File: src/rtl/dbg_fifo_rdout_ctrl_pkg.sv
// -----------------------------------------------------------------------------
// dbg_fifo_rdout_ctrl_pkg
// Shared constants for the debug-FIFO readout controller: default widths,
// FSM state encoding and the beat tags that mark header, high-half and
// trailer beats in the 16-bit output stream.
// -----------------------------------------------------------------------------
package dbg_fifo_rdout_ctrl_pkg;

   localparam int DW_DEF = 24;   // FIFO word width
   localparam int CW_DEF = 9;    // word-count width (matches FIFO count)

   // FSM state encoding
   localparam logic [2:0] ST_IDLE = 3'd0;
   localparam logic [2:0] ST_HDR  = 3'd1;
   localparam logic [2:0] ST_LO   = 3'd2;
   localparam logic [2:0] ST_HI   = 3'd3;
   localparam logic [2:0] ST_GAP  = 3'd4;
   localparam logic [2:0] ST_TRL  = 3'd5;

   // Beat tags
   localparam logic [6:0] HDR_TAG = 7'b1010101;  // header:  {HDR_TAG, target}
   localparam logic [6:0] TRL_TAG = 7'b0101010;  // trailer: {TRL_TAG, word count}
   localparam logic [7:0] HI_TAG  = 8'hDB;       // high half: {HI_TAG, data[23:16]}

endpackage

File: src/rtl/dbg_fifo_rdout_ctrl_if.sv
// -----------------------------------------------------------------------------
// dbg_fifo_rdout_ctrl_if
// Bundles the FIFO side, the readout command and the host beat stream of the
// readout controller.
//   FIFO side : ff_data, ff_empty, ff_full (in to ctrl), fre (out of ctrl)
//   Command   : rd_req, rd_nwords, abort (in to ctrl)
//   Host side : host_rdy (in to ctrl); dout, dvalid, dlast (out of ctrl)
//   Status    : busy, ovf, word_cnt (out of ctrl)
// Modports: master = the controller, slave = the FIFO/host environment.
// -----------------------------------------------------------------------------
interface dbg_fifo_rdout_ctrl_if
   import dbg_fifo_rdout_ctrl_pkg::*;
#(
   parameter int DW = DW_DEF,
   parameter int CW = CW_DEF
);
   logic [DW-1:0] ff_data;
   logic          ff_empty;
   logic          ff_full;
   logic          fre;
   logic          rd_req;
   logic [CW-1:0] rd_nwords;
   logic          abort;
   logic          host_rdy;
   logic [15:0]   dout;
   logic          dvalid;
   logic          dlast;
   logic          busy;
   logic          ovf;
   logic [CW-1:0] word_cnt;

   modport master (
      input  ff_data, ff_empty, ff_full, rd_req, rd_nwords, abort, host_rdy,
      output fre, dout, dvalid, dlast, busy, ovf, word_cnt
   );

   modport slave (
      output ff_data, ff_empty, ff_full, rd_req, rd_nwords, abort, host_rdy,
      input  fre, dout, dvalid, dlast, busy, ovf, word_cnt
   );
endinterface

File: src/rtl/dbg_fifo_rdout_ctrl.sv
// -----------------------------------------------------------------------------
// dbg_fifo_rdout_ctrl
// Reads words from an external first-word-fall-through FIFO and streams them
// to a host as 16-bit beats: header, then LO/HI beat pairs per word, then a
// trailer carrying the number of words popped.
// Ports:
//   clk40 - sole clock, rising edge
//   rst_b - asynchronous active-low reset
//   io    - dbg_fifo_rdout_ctrl_if.master (FIFO, command, host, status)
// -----------------------------------------------------------------------------
module dbg_fifo_rdout_ctrl
   import dbg_fifo_rdout_ctrl_pkg::*;
#(
   parameter int DW = DW_DEF,
   parameter int CW = CW_DEF
) (
   input  logic                 clk40,
   input  logic                 rst_b,
   dbg_fifo_rdout_ctrl_if.master io
);

   logic [2:0]    state_reg;
   logic [CW-1:0] target_reg;
   logic [CW-1:0] word_cnt_reg;
   logic [15:0]   dout_reg;
   logic          dvalid_reg;
   logic          dlast_reg;
   logic          ovf_reg;

   logic [DW-1:0] head;
   logic          xfer;
   logic          pop;
   logic          accept;
   logic          cnt_done;
   logic [15:0]   lo_beat;
   logic [15:0]   hi_beat;
   logic [15:0]   trl_beat;

   assign head     = io.ff_data;
   // ABORT suppresses any transfer in its cycle, so nothing is consumed.
   assign xfer     = dvalid_reg & io.host_rdy & ~io.abort;
   // The word is popped only when its high half is accepted by the host.
   assign pop      = (state_reg == ST_HI) & xfer & ~io.ff_empty;
   assign accept   = (state_reg == ST_IDLE) & io.rd_req & ~io.abort;
   // Target 0 means drain until empty; 511 is the hard ceiling either way.
   assign cnt_done = ((target_reg != '0) && (word_cnt_reg == target_reg)) ||
                     (&word_cnt_reg);

   // Beat contents are registered on entry to the state that presents them,
   // so DOUT is already valid in the first cycle DVALID is high.
   assign lo_beat  = head[15:0];
   assign hi_beat  = {HI_TAG, head[23:16]};
   assign trl_beat = {TRL_TAG, word_cnt_reg};

   assign io.fre      = pop;
   assign io.dout     = dout_reg;
   assign io.dvalid   = dvalid_reg;
   assign io.dlast    = dlast_reg;
   assign io.busy     = (state_reg != ST_IDLE);
   assign io.ovf      = ovf_reg;
   assign io.word_cnt = word_cnt_reg;

   always_ff @(posedge clk40 or negedge rst_b) begin
      if (!rst_b) begin
         state_reg    <= ST_IDLE;
         target_reg   <= '0;
         word_cnt_reg <= '0;
         dout_reg     <= '0;
         dvalid_reg   <= 1'b0;
         dlast_reg    <= 1'b0;
         ovf_reg      <= 1'b0;
      end else begin
         // Overflow is sticky; a new readout restarts it from this cycle's FULL.
         if (accept)
            ovf_reg <= io.ff_full;
         else if (io.ff_full)
            ovf_reg <= 1'b1;

         if (io.abort) begin
            state_reg  <= ST_IDLE;
            dvalid_reg <= 1'b0;
            dlast_reg  <= 1'b0;
         end else begin
            case (state_reg)
               ST_IDLE: begin
                  if (io.rd_req) begin
                     state_reg    <= ST_HDR;
                     target_reg   <= io.rd_nwords;
                     word_cnt_reg <= '0;
                     dout_reg     <= {HDR_TAG, io.rd_nwords};
                     dvalid_reg   <= 1'b1;
                  end
               end
               ST_HDR: begin
                  if (xfer) begin
                     // Empty FIFO skips straight to the trailer, no data beat.
                     if (io.ff_empty) begin
                        state_reg <= ST_TRL;
                        dout_reg  <= trl_beat;
                        dlast_reg <= 1'b1;
                     end else begin
                        state_reg <= ST_LO;
                        dout_reg  <= lo_beat;
                     end
                  end
               end
               ST_LO: begin
                  if (xfer) begin
                     state_reg <= ST_HI;
                     dout_reg  <= hi_beat;
                  end
               end
               ST_HI: begin
                  // A FWFT FIFO cannot run empty while its head is held here.
                  if (pop) begin
                     state_reg    <= ST_GAP;
                     dvalid_reg   <= 1'b0;
                     word_cnt_reg <= word_cnt_reg + 1'b1;
                  end
               end
               ST_GAP: begin
                  // The popped word has left the head; the next word is on ff_data.
                  dvalid_reg <= 1'b1;
                  if (cnt_done || io.ff_empty) begin
                     state_reg <= ST_TRL;
                     dout_reg  <= trl_beat;
                     dlast_reg <= 1'b1;
                  end else begin
                     state_reg <= ST_LO;
                     dout_reg  <= lo_beat;
                  end
               end
               ST_TRL: begin
                  if (xfer) begin
                     state_reg  <= ST_IDLE;
                     dvalid_reg <= 1'b0;
                     dlast_reg  <= 1'b0;
                  end
               end
               default: begin
                  state_reg  <= ST_IDLE;
                  dvalid_reg <= 1'b0;
                  dlast_reg  <= 1'b0;
               end
            endcase
         end
      end
   end

endmodule

File: src/flat_wrapper.sv
// flat-port wrapper written by rule: the top's interface ports become plain ports
module dbg_fifo_rdout_ctrl_flat import dbg_fifo_rdout_ctrl_pkg::*;
#(
   parameter int DW = DW_DEF,
   parameter int CW = CW_DEF
)
  (clk40, rst_b, io_ff_data, io_ff_empty, io_ff_full, io_rd_req, io_rd_nwords, io_abort, io_host_rdy, io_fre, io_dout, io_dvalid, io_dlast, io_busy, io_ovf, io_word_cnt);
  dbg_fifo_rdout_ctrl_if #(.DW(DW), .CW(CW)) io_i ();
  input  logic clk40;
  input  logic rst_b;
  input wire logic [$bits(io_i.ff_data)-1:0] io_ff_data;
  input wire logic [$bits(io_i.ff_empty)-1:0] io_ff_empty;
  input wire logic [$bits(io_i.ff_full)-1:0] io_ff_full;
  input wire logic [$bits(io_i.rd_req)-1:0] io_rd_req;
  input wire logic [$bits(io_i.rd_nwords)-1:0] io_rd_nwords;
  input wire logic [$bits(io_i.abort)-1:0] io_abort;
  input wire logic [$bits(io_i.host_rdy)-1:0] io_host_rdy;
  output wire logic [$bits(io_i.fre)-1:0] io_fre;
  output wire logic [$bits(io_i.dout)-1:0] io_dout;
  output wire logic [$bits(io_i.dvalid)-1:0] io_dvalid;
  output wire logic [$bits(io_i.dlast)-1:0] io_dlast;
  output wire logic [$bits(io_i.busy)-1:0] io_busy;
  output wire logic [$bits(io_i.ovf)-1:0] io_ovf;
  output wire logic [$bits(io_i.word_cnt)-1:0] io_word_cnt;
  assign io_i.ff_data = io_ff_data;
  assign io_i.ff_empty = io_ff_empty;
  assign io_i.ff_full = io_ff_full;
  assign io_i.rd_req = io_rd_req;
  assign io_i.rd_nwords = io_rd_nwords;
  assign io_i.abort = io_abort;
  assign io_i.host_rdy = io_host_rdy;
  assign io_fre = io_i.fre;
  assign io_dout = io_i.dout;
  assign io_dvalid = io_i.dvalid;
  assign io_dlast = io_i.dlast;
  assign io_busy = io_i.busy;
  assign io_ovf = io_i.ovf;
  assign io_word_cnt = io_i.word_cnt;
  dbg_fifo_rdout_ctrl #(.DW(DW), .CW(CW)) u_core (.clk40(clk40), .rst_b(rst_b), .io(io_i));
endmodule
File: config.mk
export PLATFORM = sky130hd
export DESIGN_NAME = dbg_fifo_rdout_ctrl_flat
export DESIGN_NICKNAME = d
export VERILOG_FILES = /design/src/rtl/dbg_fifo_rdout_ctrl_pkg.sv /design/src/rtl/dbg_fifo_rdout_ctrl_if.sv /design/src/rtl/dbg_fifo_rdout_ctrl.sv /design/src/flat_wrapper.sv
export SDC_FILE = /design/constraint.sdc
export NUM_CORES = 1
export LEC_CHECK = 0
export ABC_AREA = 0
export BUFFER_PORTS_ARGS = -buffer_cell sky130_fd_sc_hd__buf_2
export CAP_MARGIN = 20
export CORE_UTILIZATION = 45
export CTS_CLUSTER_DIAMETER = 60
export DETAILED_ROUTE_END_ITERATION = 6
export GPL_ROUTABILITY_DRIVEN = 0
export MAX_ROUTING_LAYER = met4
export PLACE_DENSITY = 0.71
export SYNTH_ARGS = -nofsm -noshare
export SYNTH_HDL_FRONTEND = slang
export SYNTH_SLANG_ARGS = --single-unit
export TNS_END_PERCENT = 20
File: constraint.sdc
create_clock -name clk40 -period 2.65 [get_ports clk40]
set_input_delay 0.53 -clock clk40 [delete_from_list [all_inputs] [get_ports clk40]]
set_output_delay 0.53 -clock clk40 [all_outputs]
set_load 0.1 [all_outputs]
==> summary.md, run 1 <==
| Metric | Value |
|---|---|
| Worst Path Required | `about 2100 ps` |
| Syn nets | `298` |
| CTS resizes | `0` |
| Yosys warnings | `0` |
| Slowest Stage Delay on Critical Path | `between 600 and 700 ps` |
| Synth area leaders | `dfrtp_1 (43%), mux2_2 (4.8%), nor2_1 (4.8%)` |
| Post-Syn Instances | `between 200 and 300` |
| Clock root buffer | `clkbuf_8` |
| Fill count | `438` |
| Drc violations | `0` |
| Synth async-reset ratio | `1.00` |
| GRT Residual Overflow | `0` |
| Vias in the first global route | `2112` |
| WHS | `about 150 ps` |
| Final setup fails | `0` |
| Fin crit period | `between 2000 and 2500 ps` |
| HP Class | `in -> async` |
| Setup Skew | `3.71 ps` |
| Critical Path, Cell by Cell | `nand3_1 -> nor4_4 -> buf_12` |
| Final-report hold violation count | `0` |
| Prevailing post-synth register cell | `dfrtp_1` |
| Worst-path clk slew | `about 80 ps` |
| Layout Area Growth over Synthesis | `26.0%` |
| Die Area | `0.00547 sq mm` |
| Fin nets | `374` |
| Crit end category | `output pin` |
| Final total power | `3.56 mW` |
| Worst-Margin Slew | `593 ps` |
| CP Launch Type | `flip-flop` |
| Crit-path max FO | `15` |
| Synth Area per Inst | `9.10 sq um` |
| Antenna diode count | `0` |
| Core Box Area | `0.00485 sq mm` |
| # rows | `25` |
| Final Non-Filler Cells | `400` |
| DR pass1 iterations | `4` |
| DP HPWL | `4.96 mm` |
| RSZ-0062 raised after global routing | `no` |
| Placed insts | `392` |
| Post-route ant nets | `0` |
| Pwr Density | `1210 mW/mm^2` |
| Initial antenna violation count | `0` |
| CP arrival | `~1900 ps` |
| Slew headroom | `0.605` |
| Yosys top cell area share | `0.430` |
| Initial Util | `0.481` |
| Sequential element share of the synthesized area | `0.430` |
| # hold bufs at CTS | `0` |
| RR Endpoint | `u_core.io.dout[6]$_DFFE_PN0P_` |
| Max Slew Vio Count | `0` |
| I/O Buffers | `69` |
| Worst-case clock buffer depth | `2` |
| #FFs+latches synth | `40` |
| Clk sinks | `40` |
| Number of flip-flops under the largest register name | `16` |
| Fmax | `407 MHz` |
| Period Utilization, post-route | `0.927` |
| Worst vdd ir | `765 uV` |
| Iteration-0 DRC count of the detailed router | `186` |
| Pleak | `1.29 nW` |
| Critical path class | `reg -> out` |
| Total track usage | `0.261` |
| Reg2reg path depth | `9` |
| Flop2flop setup slack | `between 300 and 400 ps` |
| Postcts setup bufs | `0` |
| Wirelength per Cell | `16.5 um` |
| Post-synthesis cell type count | `45` |
| First-pass GRT wire length | `approximately 10 mm` |
| TritonCTS clock tree | `yes` |
| Most common cell after layout, fill and taps aside | `buf_2` |
| Worst r2r src | `u_core.io.word_cnt[0]$_DFFE_PN0P_` |
| Largest net degree at the start of global routing | `21` |
| Die height | `74.0 um` |
| Slowest stage cell, crit path | `dfrtp_1` |
| Detailed-route via count | `between 2000 and 2500` |
| Worst-Skew Late Latency | `about 300 ps` |
| Cell taking the most area after synthesis | `dfrtp_1` |
| Via-per-instance ratio | `around 5.7` |
| Ports | `70` |
| Inserted Clock Buffers | `5` |
| Most frequent cells in the layout | `buf_2 (68), dfrtp_1 (39), nor2_1 (30)` |
| Status | `finished, final reports clean` |
| Total negative slack | `0 ps` |
| DRT Wirelength | `6.60 mm` |
| Layout cell share with drive strength beyond 1 | `0.321` |
| CTS H-tree depth | `2` |
| Synth Cell Area | `~0.0023 sq mm` |
| Chip width | `roughly 74 um` |
| Total of max-cap violations | `0` |
| EDFF count, synth | `0` |
routing by layer:
layer | track usage | share of wire | routed length [um] | up-vias
met1 | 0.348 | 0.46 | 3010 | 1105
li1 | - | - | - | 1094
met3 | 0.0488 | 0.053 | 350 | 9
met5 | - | 0 | 0 | -
met2 | 0.402 | 0.48 | 3160 | 74
met4 | 0.0833 | 0.012 | 82 | 0
synthesized netlist by cell type (3+ instances only):
master and n:
xnor2_1 12, nor2b_1 3, nand2b_1 3, a21oi_1 11
inv_1 5, nand3_1 5, clkbuf_1 4, nor2_1 30
buf_2 7, dfrtp_1 40, nor3_1 11, mux2_2 10
o22ai_1 5, a22oi_1 3, a221oi_1 9, o21ai_0 14
o2bb2ai_1 3, a211oi_1 7, a22o_1 7, a31oi_1 4
nand2_1 28
where the power goes:
part / total (mW) / switching, mW / leakage (nW) / internal (mW)
Clock: 0.534 / 0.226 / 0.0614 / 0.308
Combinational: 2.03 / 1.51 / 0.737 / 0.521
Sequential: 0.991 / 0.176 / 0.489 / 0.815
Total: 3.56 / 1.91 / 1.29 / 1.64
critical path, delay by kind of cell, from the launching register on:
kind	cells	cell delay [ps]
AND/OR/NAND/NOR	2	760
buffers and inverters	1	240
flip-flops	1	630
cell type report:
cell class / instances / area (sq um) / share of cell area
timing repair buffer: 83 / 465 / 0.158
multi-input combinational: 197 / 1240 / 0.423
sequential: 40 / 1000 / 0.342
inverter: 5 / 18.8 / 0.00639
clock buffer: 6 / 82.6 / 0.0281
clock inverter: 2 / 38.8 / 0.0132
tap: 67 / 83.8 / 0.0285
through the flow:
stage	area (sq um)	worst slack, ps	utilization
floorplan	2340	24.7	-
global placement	2820	428	0.581
detailed placement	2820	362	0.581
CTS	2940	203	0.606
global route	2940	104	0.606
finish	2940	193	0.606
kinds of logic (layout without fill, tap and decap cells):
| logic type | Yosys count | after routing | synth area share |
|---|---|---|---|
| AOI/OAI and AO/OA | 79 | 79 | 0.240 |
| xor gates and xnor gates | 12 | 12 | 0.0451 |
| adders and majority gates | 2 | 2 | 0.0107 |
| buffers and inverters | 19 | 96 | 0.0408 |
| DFF | 40 | 40 | 0.430 |
| muxes | 10 | 10 | 0.0483 |
| and+or+nand+nor | 94 | 94 | 0.185 |
worst max-delay path by stage:
stage / slack (ps) / to / startpoint
final: 190 / io_fre / u_core.state_reg[1]$_DFFE_PN0P_
after global routing: 100 / io_fre / u_core.state_reg[1]$_DFFE_PN0P_
after CTS: 200 / io_fre / u_core.state_reg[1]$_DFFE_PN0P_
after detailed placement: 360 / u_core.state_reg[0]$_DFFE_PN0P_ / u_core.io.word_cnt[0]$_DFFE_PN0P_
after global placement: 430 / u_core.state_reg[0]$_DFFE_PN0P_ / u_core.io.word_cnt[0]$_DFFE_PN0P_
after floorplan: 20 / u_core.state_reg[1]$_DFFE_PN0P_ / u_core.io.word_cnt[2]$_DFFE_PN0P_
Note: power is estimated with default switching activity, not from simulation.
==> run 2, diff against run 1 <==
--- a/config.mk
+++ b/config.mk
@@ -8,6 +8,7 @@
 export ABC_AREA = 0
 export BUFFER_PORTS_ARGS = -buffer_cell sky130_fd_sc_hd__buf_2
 export CAP_MARGIN = 20
+export CORE_ASPECT_RATIO = 0.9
 export CORE_UTILIZATION = 45
 export CTS_CLUSTER_DIAMETER = 60
 export DETAILED_ROUTE_END_ITERATION = 6
==> summary.md, run 2 (same netlist as run 1, synthesis figures left out) <==
| Metric | Value |
|---|---|
| HP Class | `in -> async` |
| Detailed-route via count | `2323 (+1.8%)` |
| I/O Buffers | `69 (unchanged)` |
| Worst-Margin Slew | `559 ps (-33.6 ps)` |
| Core Box Area | `0.00492 sq mm (+1.6%)` |
| Clock root buffer | `clkbuf_8` |
| # rows | `24 (-4.0%)` |
| DR pass1 iterations | `4 (unchanged)` |
| DRT Wirelength | `6.55 mm (-0.71%)` |
| Worst-path clk slew | `80 ps (about the same)` |
| Wirelength per Cell | `16.4 um (-0.71%)` |
| Util after Layout | `0.600 (-0.00583)` |
| Die Area | `0.00547 sq mm (about the same)` |
| Layout Area Growth over Synthesis | `26.8%` |
| Max Slew Vio Count | `0 (unchanged)` |
| Setup Skew | `4.97 ps (+1.27 ps)` |
| Buf/Inv on CP | `1 (unchanged)` |
| Fmax | `413 MHz (+1.5%)` |
| Via-per-instance ratio | `5.81 (+1.8%)` |
| RSZ-0062 raised after global routing | `no` |
| Drc violations | `0 (unchanged)` |
| # hold bufs at CTS | `0 (unchanged)` |
| Total of max-cap violations | `0 (unchanged)` |
| Die height | `70.3 um (-5.0%)` |
| Crit-path max FO | `15 (unchanged)` |
| Critical Path, Cell by Cell | `nand3_1 -> nor4_4 -> buf_12` |
| Largest net degree at the start of global routing | `25 (+19%)` |
| Final-report hold violation count | `0 (unchanged)` |
| Total track usage | `0.261 (-0.000524)` |
| Critical path class | `reg -> out` |
| Postcts setup bufs | `0 (unchanged)` |
| Initial Util | `0.473 (-0.00745)` |
| Slew headroom | `0.627 (+0.0224)` |
| Vias in the first global route | `2261 (+7.1%)` |
| Total negative slack | `0 ps (unchanged)` |
| GRT Residual Overflow | `0 (unchanged)` |
| Worst-Skew Late Latency | `290 ps (about the same)` |
| Worst r2r src | `u_core.io.word_cnt[0]$_DFFE_PN0P_` |
| Worst Path Required | `2120 ps (about the same)` |
| Largest delay share family, worst path | `simple AND/OR/NAND/NOR gates` |
| Ports | `70 (unchanged)` |
| Status | `finished, final reports clean` |
| Fill count | `442 (+0.91%)` |
| Slowest Stage Delay on Critical Path | `640 ps (about the same)` |
| Setup crit start | `u_core.state_reg[1]$_DFFE_PN0P_` |
| WHS | `207 ps (+54.5 ps)` |
| Initial antenna violation count | `0 (unchanged)` |
| Fin crit period | `2420 ps (-35.3 ps)` |
| DP HPWL | `4.89 mm (-1.4%)` |
| Antenna diode count | `0 (unchanged)` |
| Fin nets | `376 (+0.53%)` |
| Crit end category | `output pin` |
| Clk sinks | `40 (unchanged)` |
| Slowest stage cell, crit path | `dfrtp_1` |
| CP arrival | `1890 ps (-40 ps)` |
| Layout cell share with drive strength beyond 1 | `0.325 (+0.00405)` |
| CTS H-tree depth | `2 (unchanged)` |
| Pwr Density | `1210 mW/mm^2 (+0.20%)` |
| Iteration-0 DRC count of the detailed router | `186 (unchanged)` |
| Most common cell after layout, fill and taps aside | `buf_2` |
| Inserted Clock Buffers | `5 (unchanged)` |
| Chip width | `77.8 um (+5.3%)` |
| CTS resizes | `0 (unchanged)` |
| First-pass GRT wire length | `10.8 mm (+4.0%)` |
| Pleak | `1.30 nW (+1.1%)` |
| CP Launch Type | `flip-flop` |
| Most frequent cells in the layout | `buf_2 (68), dfrtp_1 (39), nor2_1 (30)` |
| TritonCTS clock tree | `yes` |
| Worst vdd ir | `707 uV (-7.6%)` |
| Final setup fails | `0 (unchanged)` |
| Number of flip-flops under the largest register name | `16 (unchanged)` |
| Period Utilization, post-route | `0.914 (-0.0133)` |
| Post-route ant nets | `0 (unchanged)` |
| Worst-case clock buffer depth | `2 (unchanged)` |
[run 2: changes by cell type in the layout (fill, tap and decap cells not counted)]
| cell | previous run | this run |
|---|---|---|
| clkbuf_8 | 6 | 7 |
| buf_4 | 14 | 16 |
| clkinv_4 | 1 | 0 |
[run 2: routing by layer]
| metal | up-vias | part of all wire | GRT usage |
|---|---|---|---|
| li1 | 1092 | - | - |
| met1 | 1082 | 0.45 | 0.349 |
| met2 | 133 | 0.44 | 0.391 |
| met3 | 16 | 0.080 | 0.0471 |
| met4 | 0 | 0.023 | 0.105 |
| met5 | - | 0 | - |
[run 2: cell type report]
class | count | area [sq um] | area share
Multi-Input combinational cell | 197 | 1240 | 0.421
Sequential cell | 40 | 1000 | 0.340
Timing Repair Buffer | 85 | 480 | 0.163
Clock buffer | 7 | 96.3 | 0.0326
Tap cell | 65 | 81.3 | 0.0275
Clock inverter | 1 | 30.0 | 0.0102
Inverter | 5 | 18.8 | 0.00635
[run 2: report_power, final]
group | internal (mW) | switching [mW]
sequential | 0.815 | 0.187
clock | 0.333 | 0.222
combinational | 0.523 | 1.51
total | 1.67 | 1.92
[run 2: per-stage QoR]
step,worst slack [ps],instances,instance area [sq um],total power [mW]
floorplan,24.7,256,2340,2.62
global placement,425,392,2830,3.01
detailed placement,358,392,2830,3.03
CTS,233,400,2950,3.58
global route,119,400,2950,3.75
finish,229,400,2950,3.59
[run 2: final timing paths]
check | endpoint | slack [ps] | depth (start not counted)
worst min-delay path | u_core.io.dout[4]$_DFFE_PN0P_ | 210 | 1
worst max-delay path | io_fre | 230 | 3
worst min register to register | u_core.io.dout[10]$_DFFE_PN0P_ | 490 | 2
worst max register to register | u_core.state_reg[0]$_DFFE_PN0P_ | 310 | 7
min in group clk40 | u_core.io.ovf$_DFFE_PN0P_ | 430 | 2
max in group asynchronous | u_core.io.word_cnt[5]$_DFFE_PN0P_ | 1810 | 2
